File: src/rtl/register_pkg.sv
// Shared constants and types for the loadable / auto-incrementing register.
// Instantiators use XLEN and PC_STEP to build a program counter.
package register_pkg;

  localparam int XLEN    = 32;
  localparam int PC_STEP = 4;

  // Which source feeds the flop bank on the next rising edge.
  typedef enum logic [1:0] {
    SEL_HOLD = 2'd0,
    SEL_INC  = 2'd1,
    SEL_LOAD = 2'd2
  } next_sel_e;

endpackage

File: src/rtl/register_if.sv
// Control/data bundle of the register: per-cycle load/inc enables, load data and contents.
// There is no valid/ready pair: load and inc are sampled on every rising edge, and out is always valid.
interface register_if #(
  parameter int size = register_pkg::XLEN
);

  logic            inc;
  logic            load;
  logic [size-1:0] in;
  logic [size-1:0] out;

  modport master (output inc, load, in, input out);
  modport slave  (input inc, load, in, output out);

endinterface

File: src/rtl/register_reg_incrementer.sv
// Combinational size-bit add of a constant step; the carry out is discarded.
module reg_incrementer #(
  parameter int size              = 32,
  parameter int default_increment = 4
) (
  input  logic [size-1:0] a,
  output logic [size-1:0] sum
);

  // The step is cut to size bits so narrow instances still wrap modulo 2^size.
  localparam logic [size-1:0] STEP = size'(default_increment);

  assign sum = a + STEP;

endmodule

File: src/rtl/register.sv
// Edge-triggered register with parallel load (highest priority), constant-step increment
// and hold; asynchronous active-low reset to reset_value.
module register
  import register_pkg::*;
#(
  parameter int              size              = XLEN,
  parameter int              default_increment = PC_STEP,
  parameter logic [size-1:0] reset_value       = '0
) (
  input logic       clock,
  input logic       reset_n,
  register_if.slave bus
);

  logic [size-1:0] value_q;
  logic [size-1:0] value_inc;
  logic [size-1:0] value_d;
  next_sel_e       sel;

  reg_incrementer #(
    .size              (size),
    .default_increment (default_increment)
  ) u_incrementer (
    .a   (value_q),
    .sum (value_inc)
  );

  always_comb begin
    sel = SEL_HOLD;
    if (bus.load)
      sel = SEL_LOAD;
    else if (bus.inc)
      sel = SEL_INC;
  end

  always_comb begin
    value_d = value_q;
    unique case (sel)
      SEL_LOAD: value_d = bus.in;
      SEL_INC:  value_d = value_inc;
      default:  value_d = value_q;
    endcase
  end

  // Reset assertion clears the contents immediately; release waits for the next edge.
  always_ff @(posedge clock or negedge reset_n) begin
    if (!reset_n)
      value_q <= reset_value;
    else
      value_q <= value_d;
  end

  assign bus.out = value_q;

endmodule

File: src/flat_wrapper.sv
// flat-port wrapper written by rule: the top's interface ports become plain ports
module register_flat import register_pkg::*;
#(
  parameter int              size              = XLEN,
  parameter int              default_increment = PC_STEP,
  parameter logic [size-1:0] reset_value       = '0
)
  (clock, reset_n, bus_inc, bus_load, bus_in, bus_out);
  register_if #(.size(size)) bus_i ();
  input logic clock;
  input logic reset_n;
  input wire logic [$bits(bus_i.inc)-1:0] bus_inc;
  input wire logic [$bits(bus_i.load)-1:0] bus_load;
  input wire logic [$bits(bus_i.in)-1:0] bus_in;
  output wire logic [$bits(bus_i.out)-1:0] bus_out;
  assign bus_i.inc = bus_inc;
  assign bus_i.load = bus_load;
  assign bus_i.in = bus_in;
  assign bus_out = bus_i.out;
  register #(.size(size), .default_increment(default_increment), .reset_value(reset_value)) u_core (.clock(clock), .reset_n(reset_n), .bus(bus_i));
endmodule
File: config.mk
export PLATFORM = sky130hd
export DESIGN_NAME = register_flat
export DESIGN_NICKNAME = d
export VERILOG_FILES = /design/src/rtl/register_pkg.sv /design/src/rtl/register_if.sv /design/src/rtl/register_reg_incrementer.sv /design/src/rtl/register.sv /design/src/flat_wrapper.sv
export SDC_FILE = /design/constraint.sdc
export NUM_CORES = 1
export LEC_CHECK = 0
export CAP_MARGIN = 15
export CORE_MARGIN = 1
export CORE_UTILIZATION = 44
export DETAILED_ROUTE_END_ITERATION = 16
export PLACE_DENSITY = 0.8
export SETUP_SLACK_MARGIN = 0.1
export SYNTH_ARGS = -nofsm -noshare
export SYNTH_HDL_FRONTEND = slang
export SYNTH_SLANG_ARGS = --single-unit
File: constraint.sdc
create_clock -name clock -period 2.15 [get_ports clock]
set_input_delay 0.215 -clock clock [delete_from_list [all_inputs] [get_ports clock]]
set_output_delay 0.215 -clock clock [all_outputs]
set_load 0.01 [all_outputs]
==> results of run 1 <==
-- cells in the mapped netlist --
library cell   n  area (um^2)
a31oi_1       16          100
xor2_1         9         78.8
xnor2_1        4         35.0
nand4_1        9         56.3
buf_2          2         10.0
mux2i_1        1         10.0
and3_2         1         7.51
nor2_1        16         60.1
o31ai_1       12         90.1
nand4_4        1         21.3
inv_1          3         11.3
buf_4          2         15.0
o21ai_0       18         90.1
or3_1          4         25.0
ha_1           1         12.5
nand4_2        1         12.5
and3_1         5         31.3
and4_1         3         26.3
buf_6          2         22.5
nor4_1         2         12.5
nand3_1       12         60.1
clkbuf_1       6         22.5
nand2_1       25         93.8
dfrtp_1       32          801
mux2_2         2         22.5
or4_1         12         90.1
-- power groups by stage --
stage | combinational (mW) | sequential [mW] | clock [mW]
4_1_cts | 0.376 | 0.738 | 0.447
6_report | 0.372 | 0.739 | 0.433
3_3_place_gp | 0.368 | 0.746 | 0
3_5_place_dp | 0.374 | 0.748 | 0
2_1_floorplan | 0.127 | 0.760 | 0
5_1_grt | 0.411 | 0.750 | 0.478
-- metrics by stage --
stage / util [%] / std cells / worst slack, ps / hold slack [ps] / instance area, um^2
3_5_place_dp: 64.0 / 314 / 181 / 503 / 2540
5_1_grt: 65.9 / 321 / 136 / 386 / 2620
6_report: 65.9 / 321 / 316 / 326 / 2620
3_3_place_gp: 64.0 / 314 / 233 / 494 / 2540
2_1_floorplan: - / 201 / 454 / -80.6 / 1820
4_1_cts: 65.9 / 321 / 309 / 347 / 2620
-- routing by layer --
metal | global-route usage [%] | wire (um) | part of all wire [%]
met1 | 29.5 | 1970 | 44
met2 | 36.5 | 2090 | 47
met3 | 7.24 | 368 | 8.3
met4 | 5.32 | 27 | 0.61
met5 | 0 | 0 | 0
-- final timing paths --
kind	from	to	slack (ps)
max in group asynchronous	reset_n	u_core.bus.out[4]$_DFFE_PN0P_	1500
min reg2reg	u_core.bus.out[0]$_DFFE_PN0P_	u_core.bus.out[0]$_DFFE_PN0P_	520
min in group clock	bus_in[16]	u_core.bus.out[16]$_DFFE_PN0P_	480
min	reset_n	u_core.bus.out[27]$_DFFE_PN0P_	330
max	u_core.bus.out[2]$_DFFE_PN0P_	u_core.bus.out[28]$_DFFE_PN0P_	320
max reg2reg	u_core.bus.out[2]$_DFFE_PN0P_	u_core.bus.out[28]$_DFFE_PN0P_	320
-- layout make-up --
| type | instances | area, um^2 | share of cell area [%] |
|---|---|---|---|
| multi-input cells | 154 | 936 | 35.7 |
| flip-flops and latches | 32 | 801 | 30.6 |
| repair buffers | 75 | 731 | 27.9 |
| clock buffers | 6 | 72.6 | 2.77 |
| well taps | 50 | 62.6 | 2.39 |
| inverters | 3 | 11.3 | 0.430 |
| clock inverters | 1 | 5.00 | 0.191 |
-- critical path: stages (launching register included) --
cell	delay (ps)
dfrtp_1	420
ha_1	180
and3_1	270
nand4_1	240
or4_1	450
a31oi_1	190
-- cells by family (layout without fill, tap and decap cells) --
group,Yosys count,in the layout,synth area share (%)
multiplexers,3,3,1.79
XOR/XNOR,13,13,6.26
AND/OR/NAND/NOR,91,91,27.3
buffers and inverters,15,85,4.47
flip-flops,32,32,44.0
AO/OA/AOI/OAI,46,46,15.4
adder cells (fa/ha/maj),1,1,0.688
==> flow_summary.ini, run 1 <==
[outcome]
status = completed

[clocking]
ctsHoldBuffers = 0
post-cts-setup-buffer-count = 0
htreeDepth = 2
numClockSinks = 32
cts_resized = 0
cts_buffers = 5
clkTransAtPathRegs_ps = 60
cts_tree = yes
clock_latency_ps = 280
clock_path_buffers = 2
cts_root_buf = clkbuf_8

[place]
hpwl_mm = 3.27
routabilityCongestion = 0.770
port_buffers = 67

[pwr]
pwr_density_cell_mw_per_mm2 = 589
p_total_mw = 1.54
p_leak_nw = 0.999
power_frac_comb_pct = 24.1
p_int_mw = 1.10
switching_power_uw = 444
seq_power_share_pct = 47.9
ir_drop_mv = 0.460
clockPowerShare_pct = 28.0
p_sw_share_pct = 28.8

[timing]
hold_violations = 0
min_period_ps = 1830
finalSetupTns_ps = 0
worstMarginPinSlew_ps = 422
relSlewSlack_pct = 71.8
slew_viol_final = 0
fin_crit_sh_pct = 85.3
fmax_ghz = 0.545
clock_skew_ps = 6.79
grt_setup_unrepaired = no
setup_viol = 0

[die]
die_h_um = 66.3
core-area_mm2 = 0.00397
initial_utilization_pct = 45.8
ios = 68
rows = 23
die_x_um = 66.3
dieArea_mm2 = 0.00439

[worst_setup_path]
crit_fanout = 6
crit_type = reg -> reg
worst-r2r-cell-count = 5
endpoint_kind = flip-flop
crit_arrival_ps = 2030
critPathLaunchType = flip-flop
required_ps = 2350

[yosys]
synth-seq-cells = 32
ys_warn_count = 0
syn_nets = 238
ys_types = 26
netlist_instances = 201
seq_area_frac_synth_pct = 44.0
syn_area_per_cell_um2 = 9.04
syn_area_mm2 = 0.00182

[global_routing]
grt_overflow = 0
grt_use_total_pct = 22.7
grt_first_pass_wirelength_mm = 7.61
grt_max_degree = 33
grt_pass1_vias = 1670
antenna_found_initial = 0

[run]
cap_violations = 0

[route]
ant_nets = 0
avgViaCountPerCell = 5.61
first_pass_iters = 4
routedWlPerCell_um = 13.9
drt_iter0_markers = 150
drc = 0
vias = 1800
wirelength_mm = 4.46

[min_path]
holdCritPathClass = in -> async

[finish]
largest_reg_flops = 32
num_antenna_cells = 0
drive_above_1_share_pct = 7.01
final_cell_mix = clkdlybuf4s50_1 (67), dfrtp_1 (32), nand2_1 (25)
fillers = 350
area_growth_pct = 44.0
nets = 308
mostFrequentLayoutCell = clkdlybuf4s50_1
Power figures use the tool's default switching activity.
==> inputs of run 2 (changes only) <==
- CORE_MARGIN: 1 -> 8
- CORE_UTILIZATION: 44 -> 46
- HOLD_SLACK_MARGIN: not set -> 0.1
- SYNTH_HIERARCHICAL: not set -> 1
==> flow_summary.ini, run 2 <==
[timing]
relSlewSlack_pct = 59.2
setup_viol = 0
slew_viol_final = 0
finalSetupTns_ps = 0
hold_violations = 0
worstMarginPinSlew_ps = 611
fmax_ghz = 0.518
clock_skew_ps = 6.79
min_period_ps = 1930
fin_crit_sh_pct = 89.8
grt_setup_unrepaired = no

[global_routing]
grt_max_degree = 37
grt_use_total_pct = 15.1
grt_pass1_vias = 1846
grt_first_pass_wirelength_mm = 8.84
grt_overflow = 0
antenna_found_initial = 0

[worst_setup_path]
required_ps = 2320
crit_path_start = u_core/bus.out[2]$_DFFE_PN0P_
critPathLaunchType = flip-flop
endpoint_kind = flip-flop
r2r_start = u_core/bus.out[2]$_DFFE_PN0P_
r2r-end = u_core/bus.out[24]$_DFFE_PN0P_
critPathCapture = u_core/bus.out[24]$_DFFE_PN0P_
crit_type = reg -> reg
reg2reg_slack_ps = 220
crit_fanout = 6
crit_arrival_ps = 2100
worst-r2r-cell-count = 8

[yosys]
syn_area_per_cell_um2 = 9.44
ys_warn_count = 6
syn_nets = 259
synth_async_sr_flop_share_pct = 100
netlist_instances = 222
synth_common_cells = nand2_1 (42), dfrtp_1 (32), mux2i_1 (32)
ys.flop_type = dfrtp_1
synth-seq-cells = 32
syn_area_mm2 = 0.00210
ys_types = 26
yosysTopAreaCell = dfrtp_1
yosysMostFrequentCell = nand2_1
yosysTopAreaCellShare_pct = 38.2
synth_edf_count = 0
yosys-top-cells-area = dfrtp_1 (38%), mux2i_1 (15%), xnor2_1 (8.8%)
seq_area_frac_synth_pct = 38.2

[place]
routabilityCongestion = 0.769
port_buffers = 67
hpwl_mm = 3.69

[clocking]
cts_tree = yes
clkTransAtPathRegs_ps = 60
cts_root_buf = clkbuf_8
clock_path_buffers = 2
cts_buffers = 5
htreeDepth = 2
clock_latency_ps = 290
ctsHoldBuffers = 0
numClockSinks = 32

[route]
vias = 1787
drt_iter0_markers = 118
drc = 0
avgViaCountPerCell = 5.18
ant_nets = 0
routedWlPerCell_um = 14.7
first_pass_iters = 4
wirelength_mm = 5.08

[die]
rows = 24
core-area_mm2 = 0.00438
ios = 68
dieArea_mm2 = 0.00697
die_h_um = 83.5
die_x_um = 83.5
initial_utilization_pct = 47.8

[pwr]
p_total_mw = 1.72
p_leak_nw = 1.24
p_sw_share_pct = 29.8
clockPowerShare_pct = 27.8
pwr_density_cell_mw_per_mm2 = 596
power_frac_comb_pct = 27.7
ir_drop_mv = 0.377
p_int_mw = 1.21
switching_power_uw = 514
seq_power_share_pct = 44.5

[outcome]
status = completed

[min_path]
holdCritPathClass = in -> async

[run]
cap_violations = 0

[finish]
area_growth_pct = 37.9
nets = 329
mostFrequentLayoutCell = clkdlybuf4s50_1
drive_above_1_share_pct = 9.56
final_cell_mix = clkdlybuf4s50_1 (65), nand2_1 (42), mux2i_1 (32), dfrtp_1 (32), o21ai_1 (28)
largest_reg_flops = 32
fillers = 372
num_antenna_cells = 0
-- run 2: changes by cell type after synthesis, moves of 4 or more --
cell,delta
a31oi_1,-16
buf_2,+5
clkbuf_1,-6
mux2i_1,+31
nand2_1,+17
nor2_1,-9
o21ai_0,-16
o21ai_1,+28
o31ai_1,-12
or3_1,-4
or4_1,-12
xnor2_1,+17
-- run 2: worst max-delay path: stages, from the launching register on --
cell	delay, ps
dfrtp_1	420
ha_2	220
nand3_2	150
nor4_4	340
buf_4	200
nand4_1	120
xnor2_1	160
mux2i_1	140
o21ai_1	70
-- run 2: power by group through the flow --
stage	clock network (mW)	logic, mW	registers [mW]
3_3_place_gp	0	0.466	0.774
4_1_cts	0.497	0.475	0.767
2_1_floorplan	0	0.214	0.792
3_5_place_dp	0	0.473	0.777
5_1_grt	0.528	0.527	0.782
6_report	0.480	0.478	0.767
-- run 2: cell type report --
| cell class | instances | area [um^2] | share of cell area (%) |
|---|---|---|---|
| sequential | 32 | 801 | 27.7 |
| clock buffer | 8 | 90.1 | 3.12 |
| timing repair buffer | 76 | 753 | 26.1 |
| inverter | 2 | 7.51 | 0.260 |
| tap | 52 | 65.1 | 2.25 |
| multi-input combinational | 175 | 1170 | 40.6 |
-- run 2: cells by family (layout without fill, tap and decap cells) --
group	after synthesis	count (layout)	synth area share, %
fa+ha+maj	1	1	0.597
compound gates	32	32	8.00
flops	32	32	38.2
xor+xnor	28	28	11.7
simple gates	82	82	20.1
buf+inv	15	86	6.15
mux	32	32	15.3
-- run 2: how the worst min path moves through the flow --
stage                                             start                        endpoint  cells after the start
after detailed placement  u_core/bus.out[0]$_DFFE_PN0P_   u_core/bus.out[0]$_DFFE_PN0P_                      2
after global placement    u_core/bus.out[1]$_DFFE_PN0P_   u_core/bus.out[1]$_DFFE_PN0P_                      2
after global routing                            reset_n  u_core/bus.out[20]$_DFFE_PN0P_                      2
after floorplan                                 reset_n   u_core/bus.out[0]$_DFFE_PN0P_                      0
final                                           reset_n  u_core/bus.out[19]$_DFFE_PN0P_                      2
after CTS                                       reset_n  u_core/bus.out[12]$_DFFE_PN0P_                      2
-- run 2: routing by layer --
layer / up-vias / GRT usage, % / wire length, um
met2: 49 / 22.8 / 2370
met5: - / 0 / 0
li1: 908 / - / -
met1: 823 / 19.2 / 2320
met4: 0 / 5.18 / 71
met3: 7 / 5.57 / 322
-- run 2: stage by stage --
stage,cells,util [%],instance area (um^2),hold slack (ps),worst slack (ps)
6_report,345,65.9,2890,324,218
5_1_grt,345,65.9,2890,366,95.0
4_1_cts,339,64.7,2840,342,148
3_5_place_dp,331,62.7,2750,571,159
3_3_place_gp,331,62.7,2750,558,220
2_1_floorplan,222,-,2100,-80.6,374
-- run 2: repair_timing --
action / CTS / global route
setup endpoints to repair: 0 / 15
gates resized for setup: 0 / 2
buffers inserted: 0 / 6
